===== config.mk =====
export PLATFORM = sky130hd
export DESIGN_NAME = display_scheduler
export DESIGN_NICKNAME = d
export VERILOG_FILES = /design/src/rtl/display_scheduler.sv
export SDC_FILE = /design/constraint.sdc
export NUM_CORES = 1
export LEC_CHECK = 0
export ABC_CLOCK_PERIOD_IN_PS = 4800
export BUFFER_PORTS_ARGS = -buffer_cell sky130_fd_sc_hd__buf_2
export CAP_MARGIN = 20
export CORE_MARGIN = 2
export CORE_UTILIZATION = 47
export DETAILED_ROUTE_END_ITERATION = 16
export PLACE_DENSITY_LB_ADDON = 0.05
export REMOVE_ABC_BUFFERS = 1
export SLEW_MARGIN = 20
export SYNTH_ARGS = -nofsm -noshare
export SYNTH_HDL_FRONTEND = slang
export SYNTH_SLANG_ARGS = --single-unit

===== constraint.sdc =====
create_clock -name clk -period 4.8 [get_ports clk]
set_clock_uncertainty 0.2 [all_clocks]
set_input_delay 0.48 -clock clk [delete_from_list [all_inputs] [get_ports clk]]
set_output_delay 0.48 -clock clk [all_outputs]
set_load 0.005 [all_outputs]

===== src/rtl/display_scheduler.sv =====
// display_scheduler: sequences the 8-digit scoreboard display. Statistic pages
// rotate on a tick-based timer or on a manual advance pulse. Timed alerts
// pre-empt the rotation and are buffered one deep.
module display_scheduler #(
  parameter int unsigned TICK_DIV    = 200000,
  parameter int unsigned PAGE_TICKS  = 1000,
  parameter int unsigned ALERT_TICKS = 2000
) (
  input  logic        clk,
  input  logic        rst,
  input  logic        en,
  input  logic [6:0]  page_mask,
  input  logic        next_req,
  input  logic        alert_req,
  input  logic [20:0] alert_code,
  input  logic [20:0] combo,
  input  logic [20:0] base_score,
  input  logic [20:0] bonus_score,
  input  logic [20:0] acc,
  input  logic [1:0]  mod,
  input  logic [3:0]  difficulty,
  input  logic [2:0]  level,
  output logic [20:0] disp_value,
  output logic [2:0]  page_sel,
  output logic        alert_active,
  output logic        blank,
  output logic        alert_ack,
  output logic        alert_drop
);

  localparam int unsigned TW = (TICK_DIV    > 1) ? $clog2(TICK_DIV)    : 1;
  localparam int unsigned PW = (PAGE_TICKS  > 1) ? $clog2(PAGE_TICKS)  : 1;
  localparam int unsigned AW = (ALERT_TICKS > 1) ? $clog2(ALERT_TICKS) : 1;

  localparam logic [TW-1:0] TICK_LAST  = TW'(TICK_DIV - 1);
  localparam logic [PW-1:0] PAGE_LAST  = PW'(PAGE_TICKS - 1);
  localparam logic [AW-1:0] ALERT_LAST = AW'(ALERT_TICKS - 1);

  typedef enum logic [1:0] {OFF, SHOW, ALERT} state_t;

  state_t        state_q, state_d;
  logic [TW-1:0] tick_q, tick_d;
  logic [PW-1:0] ptmr_q, ptmr_d;
  logic [AW-1:0] atmr_q, atmr_d;
  logic [2:0]    page_q, page_d;
  logic [20:0]   cur_q, cur_d;
  logic [20:0]   pend_q, pend_d;
  logic          pend_vld_q, pend_vld_d;
  logic [20:0]   disp_q, disp_d;
  logic          active_q, active_d;
  logic          blank_q, blank_d;
  logic          ack_q, ack_d;
  logic          drop_q, drop_d;

  logic [20:0]   page_val;
  logic          tick;
  logic          page_to;
  logic          alert_to;

  // Lowest enabled page, or 0 when nothing is enabled.
  function automatic logic [2:0] first_page(input logic [6:0] mask);
    logic [2:0] res;
    res = 3'd0;
    for (int unsigned i = 0; i < 7; i++) begin
      if (mask[6 - i]) res = 3'(6 - i);
    end
    return res;
  endfunction

  // Next enabled page above cur, wrapping 6->0; cur itself is the last candidate.
  function automatic logic [2:0] next_page(input logic [2:0] cur, input logic [6:0] mask);
    logic [2:0] idx;
    logic [2:0] res;
    logic       found;
    idx   = cur;
    res   = cur;
    found = 1'b0;
    for (int unsigned k = 0; k < 7; k++) begin
      idx = (idx == 3'd6) ? 3'd0 : idx + 3'd1;
      if (!found && mask[idx]) begin
        res   = idx;
        found = 1'b1;
      end
    end
    return res;
  endfunction

  // Source value of the currently selected page, zero-extended.
  always_comb begin
    page_val = '0;
    case (page_q)
      3'd0:    page_val = combo;
      3'd1:    page_val = base_score;
      3'd2:    page_val = bonus_score;
      3'd3:    page_val = acc;
      3'd4:    page_val = {19'd0, mod};
      3'd5:    page_val = {17'd0, difficulty};
      3'd6:    page_val = {18'd0, level};
      default: page_val = '0;
    endcase
  end

  // Next-state and output logic for the OFF/SHOW/ALERT sequencer.
  always_comb begin
    tick     = (tick_q == TICK_LAST);
    page_to  = tick && (ptmr_q == PAGE_LAST);
    alert_to = tick && (atmr_q == ALERT_LAST);

    state_d    = state_q;
    tick_d     = tick ? '0 : tick_q + 1'b1;
    ptmr_d     = ptmr_q;
    atmr_d     = atmr_q;
    page_d     = page_q;
    cur_d      = cur_q;
    pend_d     = pend_q;
    pend_vld_d = pend_vld_q;
    disp_d     = disp_q;
    active_d   = active_q;
    blank_d    = blank_q;
    ack_d      = 1'b0;
    drop_d     = 1'b0;

    if (!en) begin
      state_d    = OFF;
      tick_d     = '0;
      ptmr_d     = '0;
      atmr_d     = '0;
      pend_vld_d = 1'b0;
      active_d   = 1'b0;
      blank_d    = 1'b1;
      disp_d     = '0;
    end else begin
      case (state_q)
        OFF: begin
          state_d = SHOW;
          tick_d  = '0;
          ptmr_d  = '0;
          atmr_d  = '0;
          page_d  = first_page(page_mask);
          blank_d = (page_mask == '0);
        end
        SHOW: begin
          if (alert_req) begin
            // Tick phase restarts so the alert dwell is exact; the partial
            // tick already spent on the page is discarded.
            state_d  = ALERT;
            cur_d    = alert_code;
            ack_d    = 1'b1;
            atmr_d   = '0;
            tick_d   = '0;
            active_d = 1'b1;
            blank_d  = 1'b0;
            disp_d   = alert_code;
          end else begin
            disp_d  = page_val;
            blank_d = (page_mask == '0);
            if (next_req || page_to) begin
              page_d = next_page(page_q, page_mask);
              ptmr_d = '0;
            end else if (tick) begin
              ptmr_d = ptmr_q + 1'b1;
            end
          end
        end
        ALERT: begin
          if (alert_to) begin
            atmr_d = '0;
            if (alert_req) begin
              ack_d = 1'b1;
              if (pend_vld_q) begin
                cur_d  = pend_q;
                pend_d = alert_code;
              end else begin
                cur_d = alert_code;
              end
            end else if (pend_vld_q) begin
              cur_d      = pend_q;
              pend_vld_d = 1'b0;
            end else begin
              state_d  = SHOW;
              active_d = 1'b0;
            end
          end else begin
            if (tick) atmr_d = atmr_q + 1'b1;
            if (alert_req) begin
              if (!pend_vld_q) begin
                pend_d     = alert_code;
                pend_vld_d = 1'b1;
                ack_d      = 1'b1;
              end else begin
                drop_d = 1'b1;
              end
            end
          end
          if (state_d == ALERT) begin
            disp_d  = cur_d;
            blank_d = 1'b0;
          end else begin
            disp_d  = page_val;
            blank_d = (page_mask == '0);
          end
        end
        default: state_d = OFF;
      endcase
    end
  end

  // State and output registers with synchronous reset.
  always_ff @(posedge clk) begin
    if (rst) begin
      state_q    <= OFF;
      tick_q     <= '0;
      ptmr_q     <= '0;
      atmr_q     <= '0;
      page_q     <= '0;
      cur_q      <= '0;
      pend_q     <= '0;
      pend_vld_q <= 1'b0;
      disp_q     <= '0;
      active_q   <= 1'b0;
      blank_q    <= 1'b1;
      ack_q      <= 1'b0;
      drop_q     <= 1'b0;
    end else begin
      state_q    <= state_d;
      tick_q     <= tick_d;
      ptmr_q     <= ptmr_d;
      atmr_q     <= atmr_d;
      page_q     <= page_d;
      cur_q      <= cur_d;
      pend_q     <= pend_d;
      pend_vld_q <= pend_vld_d;
      disp_q     <= disp_d;
      active_q   <= active_d;
      blank_q    <= blank_d;
      ack_q      <= ack_d;
      drop_q     <= drop_d;
    end
  end

  assign disp_value   = disp_q;
  assign page_sel     = page_q;
  assign alert_active = active_q;
  assign blank        = blank_q;
  assign alert_ack    = ack_q;
  assign alert_drop   = drop_q;

endmodule


==> results of run 1 <==
-- synthesized netlist by cell type, types with 17 or more instances --
cell type / instances / area [sq um]
clkbuf_1: 63 / 236
nor3_1: 19 / 95.1
o21ai_0: 51 / 255
mux2_2: 17 / 191
nand2_1: 63 / 236
o22ai_1: 24 / 150
o211ai_1: 23 / 173
inv_1: 17 / 63.8
nand3_1: 26 / 130
dfxtp_1: 112 / 2240
a222oi_1: 17 / 170
mux2i_1: 50 / 500
a21oi_1: 80 / 400
nor2_1: 221 / 830
a211oi_1: 31 / 233
-- area by class of cell --
cell class,instances,area [sq um],share of cell area
clock inverter,7,81.3,0.00903
timing repair buffer,178,953,0.106
sequential,112,2240,0.249
tap,220,275,0.0306
clock buffer,9,225,0.0250
multi-input combinational,835,5150,0.572
inverter,20,75.1,0.00834
-- per-layer routing --
layer / vias to the layer above / share of wire / track usage / routed length (um)
met5: - / 0 / 0 / 0
met4: 0 / 0.022 / 0.0792 / 542
met3: 45 / 0.075 / 0.0510 / 1840
met2: 345 / 0.46 / 0.447 / 11200
met1: 3917 / 0.45 / 0.378 / 11000
li1: 4060 / - / - / -
-- report_power, final --
group          leakage, nW  internal (mW)  switching (mW)
Combinational         2.39          0.296           0.454
Clock                0.150          0.377           0.408
Sequential           0.907          0.952          0.0155
Total                 3.45           1.62           0.877
-- worst max-delay path by stage --
stage          cells past startpoint  slack, ns        start          end
2_1_floorplan                     13      -0.54  page_sel[1]  page_sel[1]
5_1_grt                           14       0.38  page_sel[1]  page_sel[2]
4_1_cts                           14       0.64  page_sel[1]  page_sel[1]
3_3_place_gp                      14       0.77  page_sel[1]  page_sel[1]
3_5_place_dp                      14       0.68  page_sel[1]  page_sel[1]
6_report                          14       0.67  page_sel[1]  page_sel[2]
-- per-stage QoR --
stage	setup TNS [ns]	instance area (sq um)	util
final	0	9010	0.547
after global routing	0	9010	0.547
after CTS	0	9000	0.547
after detailed placement	0	8700	0.528
after global placement	0	8700	0.528
after floorplan	-1.50	7450	-
-- worst reg2reg max path, stage by stage, from the launching register on --
cell	delay [ns]
dfxtp_2	0.33
buf_4	0.40
buf_4	0.49
nor2b_1	0.27
buf_4	0.19
a32oi_1	0.16
nand4_1	0.20
a221oi_4	0.12
nor3_2	0.46
buf_4	0.22
and2_1	0.21
nand2_1	0.10
o211ai_1	0.10
o2111ai_1	0.15
o41ai_1	0.40
-- cell families (layout without fill, tap and decap cells) --
group,count (synthesis),after routing,synth area share
AOI/OAI and AO/OA,311,311,0.273
xor gates and xnor gates,29,29,0.0323
adders and majority gates,9,9,0.0140
buffers and inverters,114,214,0.0620
DFF,112,112,0.285
muxes,67,67,0.0880
and+or+nand+nor,419,419,0.245
-- state kept, by name (all words and copies together), names as in the netlist --
register	count
alert_drop	1
ptmr_q	10
blank	1
pend_q	21
pend_vld_q	1
alert_active	1
state_q	2
atmr_q	11
page_sel	3
tick_q	18
disp_value	21
cur_q	21
alert_ack	1
==> run metrics, run 1 <==
Crit Reg-Reg Startpoint page_sel[1]; outcome complete, no violations; WHS 0.190 ns; largest net degree at the start of global routing 55; die area 17,800 sq um; Yosys cell types 80; DR WL/cell 17.8 um; Yosys reg bits 112; unrepaired setup endpoints after global routing false; chip width 133 um; drt pass-1 iters 7; clk root buf clkbuf_16; HP Class in -> reg; CP top delay family buffers and inverters; clk slew on worst S/H paths ~0.090 ns; most common cell after layout, fill and taps aside nor2_1; clk buf depth 2; Resize count post-CTS 0; later-pin clock latency in the skew report between 0.3 and 0.4 ns; startpoint types register; WHS Endpoint pend_q[7]; top_reg_cell synth dfxtp_1; grt ovf 0; final setup margin 0.673 ns; critical path data arrival time 4.16 ns; FP Rows 47; Yosys warnings 0; CP dominant cell by count buf_4; Hold Path Stages 3; Starting Density 0.478; syn_area_per_cell 7.41 sq um; r2r setup slk between 0.6 and 0.7 ns; H-tree levels 3; power per cell area roughly 280 nW/um^2; CP max FO between 40 and 50; first-pass GRT wire length 40,200 um; DP Worst Slack about 0.68 ns; Vias/cell 6.06; leakage around 3.4 nW; reg2reg end page_sel[2]; setup bufs post-CTS 0; Max VDD drop 0.318 mV; fmax roughly 240 MHz; Final Cycle Share 0.860; CTS tree done; Inst Count DP approximately 1,400; ANT cells 0; max incr delay on CP 0.47 ns; via count 8,367; vias in the first global route 7,778; CP Class reg -> reg; crit end category register; dpl hpwl approximately 17,000 um; Layout Area Growth over Synthesis 14.5%; Die Y 133 um; CP Data Required Time a little under 5 ns; IO Pins 154; most frequent cells in the layout 220 x nor2_1, 153 x buf_2, 110 x dfxtp_1, 79 x a21oi_1, 63 x nand2_1; CTS Buf Count 9; Slew headroom 0.254; fin crit period 4.13 ns; DRC Markers 0; Hold Path Origin alert_code[7]; post-route ant nets 0; final net count 1,290; initial antenna violation count 0; sequential share of the synthesized area 0.285; Pwr Total 2.50 mW; ys async rst share 0; share of cells above drive strength 1 0.209; # setup viols final 0; Post-synth EDFFs 0; routability congestion estimate 0.993; final hold vios 0; CORE AREA 16,500 sq um; Gate Count Post-Synth approximately 1,100; clk sinks around 110; Buf/Inv on CP 4; slew at the pin with the worst max-slew slack 1.12 ns; max-cap viol count 0; Max Transition Viols Final 0; depth of the worst register-to-register path 14; CP Cell Sequence buf_4 -> buf_4 -> nor2b_1 -> buf_4 -> a32oi_1 -> nand4_1 -> a221oi_4 -> nor3_2 -> buf_4 -> and2_1 -> nand2_1 -> o211ai_1 -> o2111ai_1 -> o41ai_1; iteration-0 DRC count of the detailed router 1,029; drt total wl around 25,000 um; hold buffer count at CTS 0; Slowest cell on crit path buf_4; PortBufs 153; Final Non-Filler Cells 1,381; GRT Total Usage 0.277; fillcell total 1,628; synthesized cell area 7870 sq um
Power figures use the tool's default switching activity.
==> run 2, diff against run 1 <==
--- a/config.mk
+++ b/config.mk
@@ -5,15 +5,16 @@
 export SDC_FILE = /design/constraint.sdc
 export NUM_CORES = 1
 export LEC_CHECK = 0
-export ABC_CLOCK_PERIOD_IN_PS = 4800
+export ABC_CLOCK_PERIOD_IN_PS = 4770
 export BUFFER_PORTS_ARGS = -buffer_cell sky130_fd_sc_hd__buf_2
 export CAP_MARGIN = 20
 export CORE_MARGIN = 2
 export CORE_UTILIZATION = 47
 export DETAILED_ROUTE_END_ITERATION = 16
+export HOLD_SLACK_MARGIN = 0.1
 export PLACE_DENSITY_LB_ADDON = 0.05
 export REMOVE_ABC_BUFFERS = 1
-export SLEW_MARGIN = 20
+export SLEW_MARGIN = 10
 export SYNTH_ARGS = -nofsm -noshare
 export SYNTH_HDL_FRONTEND = slang
 export SYNTH_SLANG_ARGS = --single-unit
==> constraint.sdc (replaced) <==
create_clock -name clk -period 4.77 [get_ports clk]
set_clock_uncertainty 0.2 [all_clocks]
set_input_delay 0.477 -clock clk [delete_from_list [all_inputs] [get_ports clk]]
set_output_delay 0.477 -clock clk [all_outputs]
set_load 0.005 [all_outputs]
==> run metrics, run 2 (same netlist as run 1, synthesis figures left out) <==
Inst Count DP 1,363 (-0.15%); PortBufs 153 (unchanged); combined area of the multi-input logic cells 5150 sq um (about the same); fillcell total 1,636 (+0.49%); crit end category register; via count 8,295 (-0.86%); Buf/Inv on CP 2 (-2); final hold vios 0 (unchanged); CORE AREA 16,500 sq um (unchanged); Internal Pwr Total 1.63 mW (about the same); DP Worst Slack 0.675 ns (-0.00341 ns); critical path data arrival time 4.28 ns (+0.12 ns); IO Pins 154 (unchanged); ANT cells 0 (unchanged); dpl hpwl 16,600 um (+0.19%); DR WL/cell 17.8 um (+0.36%); setup bufs post-CTS 0 (unchanged); WHS 0.203 ns (+0.0129 ns); grt ovf 0 (unchanged); FP Rows 47 (unchanged); most frequent cells in the layout 220 x nor2_1, 153 x buf_2, 110 x dfxtp_1, 79 x a21oi_1, 63 x nand2_1; CTS tree done; Psw 0.864 mW (-1.4%); hold buffer count at CTS 0 (unchanged); clk sinks 112 (unchanged); CTS Buf Count 9 (unchanged); power per cell area 277 nW/um^2 (-0.15%); max incr delay on CP 0.67 ns (+0.20 ns); # setup viols final 0 (unchanged); Max Transition Viols Final 0 (unchanged); CP top delay family compound AO/OA/AOI/OAI gates; slew at the pin with the worst max-slew slack 1.09 ns (-0.0236 ns); drt total wl 24,600 um (+0.22%); outcome complete, no violations; Resize count post-CTS 0 (unchanged); GRT Total Usage 0.272 (-0.00493); clk slew on worst S/H paths 0.08 ns (about the same); sequential share of power 0.391 (+0.004); clk buf depth 2 (unchanged); most common cell after layout, fill and taps aside nor2_1; CP max FO 24 (-44%); Starting Density 0.478 (unchanged); Hold Path Stages 3 (unchanged); final core occ 0.545 (-0.00190); drt pass-1 iters 9 (+2); unrepaired setup endpoints after global routing false; H-tree levels 3 (unchanged); Max VDD drop 0.207 mV (-35%); combinational cell fraction of total power 0.303 (+0.003); Final Non-Filler Cells 1,379 (-0.14%); post-route ant nets 0 (unchanged); die area 17,800 sq um (unchanged); Slowest cell on crit path ha_1; Sw Share 0.347 (-0.00331); Final Cycle Share 0.885 (+0.0248); Slew headroom 0.271 (+0.0167); Die Y 133 um (unchanged); fin crit period 4.22 ns (+0.0925 ns); CP Cell Sequence nand2_1 -> inv_1 -> ha_1 -> buf_4 -> and2_1 -> a221oi_1 -> a211oi_2 -> a2bb2oi_2 -> nor3b_2 -> a22oi_2 -> o211a_1 -> a221oi_2 -> a2111oi_2 -> o41ai_2; final setup margin 0.550 ns (-0.122 ns); leakage 3.44 nW (-0.40%); CP Depth 14 (unchanged); clock share of power 0.306 (-0.008); fmax 237 MHz (-2.2%); storage element area 2240 sq um (unchanged); initial antenna violation count 0 (unchanged); Total Neg Setup Slack 0 ns (unchanged); chip width 133 um (unchanged); routability congestion estimate 0.953 (-4.0%); Layout Area Growth over Synthesis 14.1%; max-cap viol count 0 (unchanged); final net count 1,288 (-0.16%); Vias/cell 6.02 (-0.72%); clk root buf clkbuf_16; HP Class in -> reg; DRC Markers 0 (unchanged); CP Class reg -> reg; startpoint types register; share of cells above drive strength 1 0.207 (-0.00223); first-pass GRT wire length 39,300 um (-2.2%); vias in the first global route 7,606 (-2.2%); later-pin clock latency in the skew report 0.36 ns (about the same); depth of the worst register-to-register path 14 (unchanged); largest net degree at the start of global routing 55 (unchanged); iteration-0 DRC count of the detailed router 852 (-17%); CP Data Required Time 4.84 ns (about the same)
==> run 2: path summary, 6_finish.rpt <==
path	from	end	slack, ns
worst max-delay path	page_sel[1]	page_sel[1]	0.55
worst min-delay path	alert_code[7]	pend_q[7]	0.20
worst min register to register	tick_q[0]	tick_q[0]	0.26
worst max register to register	page_sel[1]	page_sel[1]	0.55
==> run 2: power by group through the flow <==
stage          Combinational, mW  Sequential (mW)  Clock [mW]
3_5_place_dp               0.739            0.994           0
3_3_place_gp               0.743            0.994           0
2_1_floorplan              0.459             1.02           0
4_1_cts                    0.743            0.973       0.780
6_report                   0.755            0.973       0.761
5_1_grt                    0.827            0.975       0.815
==> run 2: cell type report <==
type | instances | area share
Tap cell | 220 | 0.0307
Timing Repair Buffer | 176 | 0.105
Sequential cell | 112 | 0.250
Multi-Input combinational cell | 835 | 0.574
Inverter | 20 | 0.00836
Clock inverter | 7 | 0.00753
Clock buffer | 9 | 0.0251
==> run 2: tightest hold or removal path, delay by kind of cell <==
family | cells | cell delay [ns]
mux | 1 | 0.07
buf+inv | 1 | 0.11
simple gates | 1 | 0.07
==> run 2: routing by layer <==
metal  vias to the layer above  wire (um)  track usage
li1                       4048          -            -
met1                      3835      11000        0.369
met2                       371      11300        0.439
met3                        41       1890       0.0563
met4                         0        413       0.0739
met5                         -          0            0
==> run 2: stage by stage <==
step / power [mW] / area, sq um
finish: 2.49 / 8970
global route: 2.62 / 8970
CTS: 2.50 / 8970
detailed placement: 1.73 / 8680
global placement: 1.74 / 8680
floorplan: 1.48 / 7450
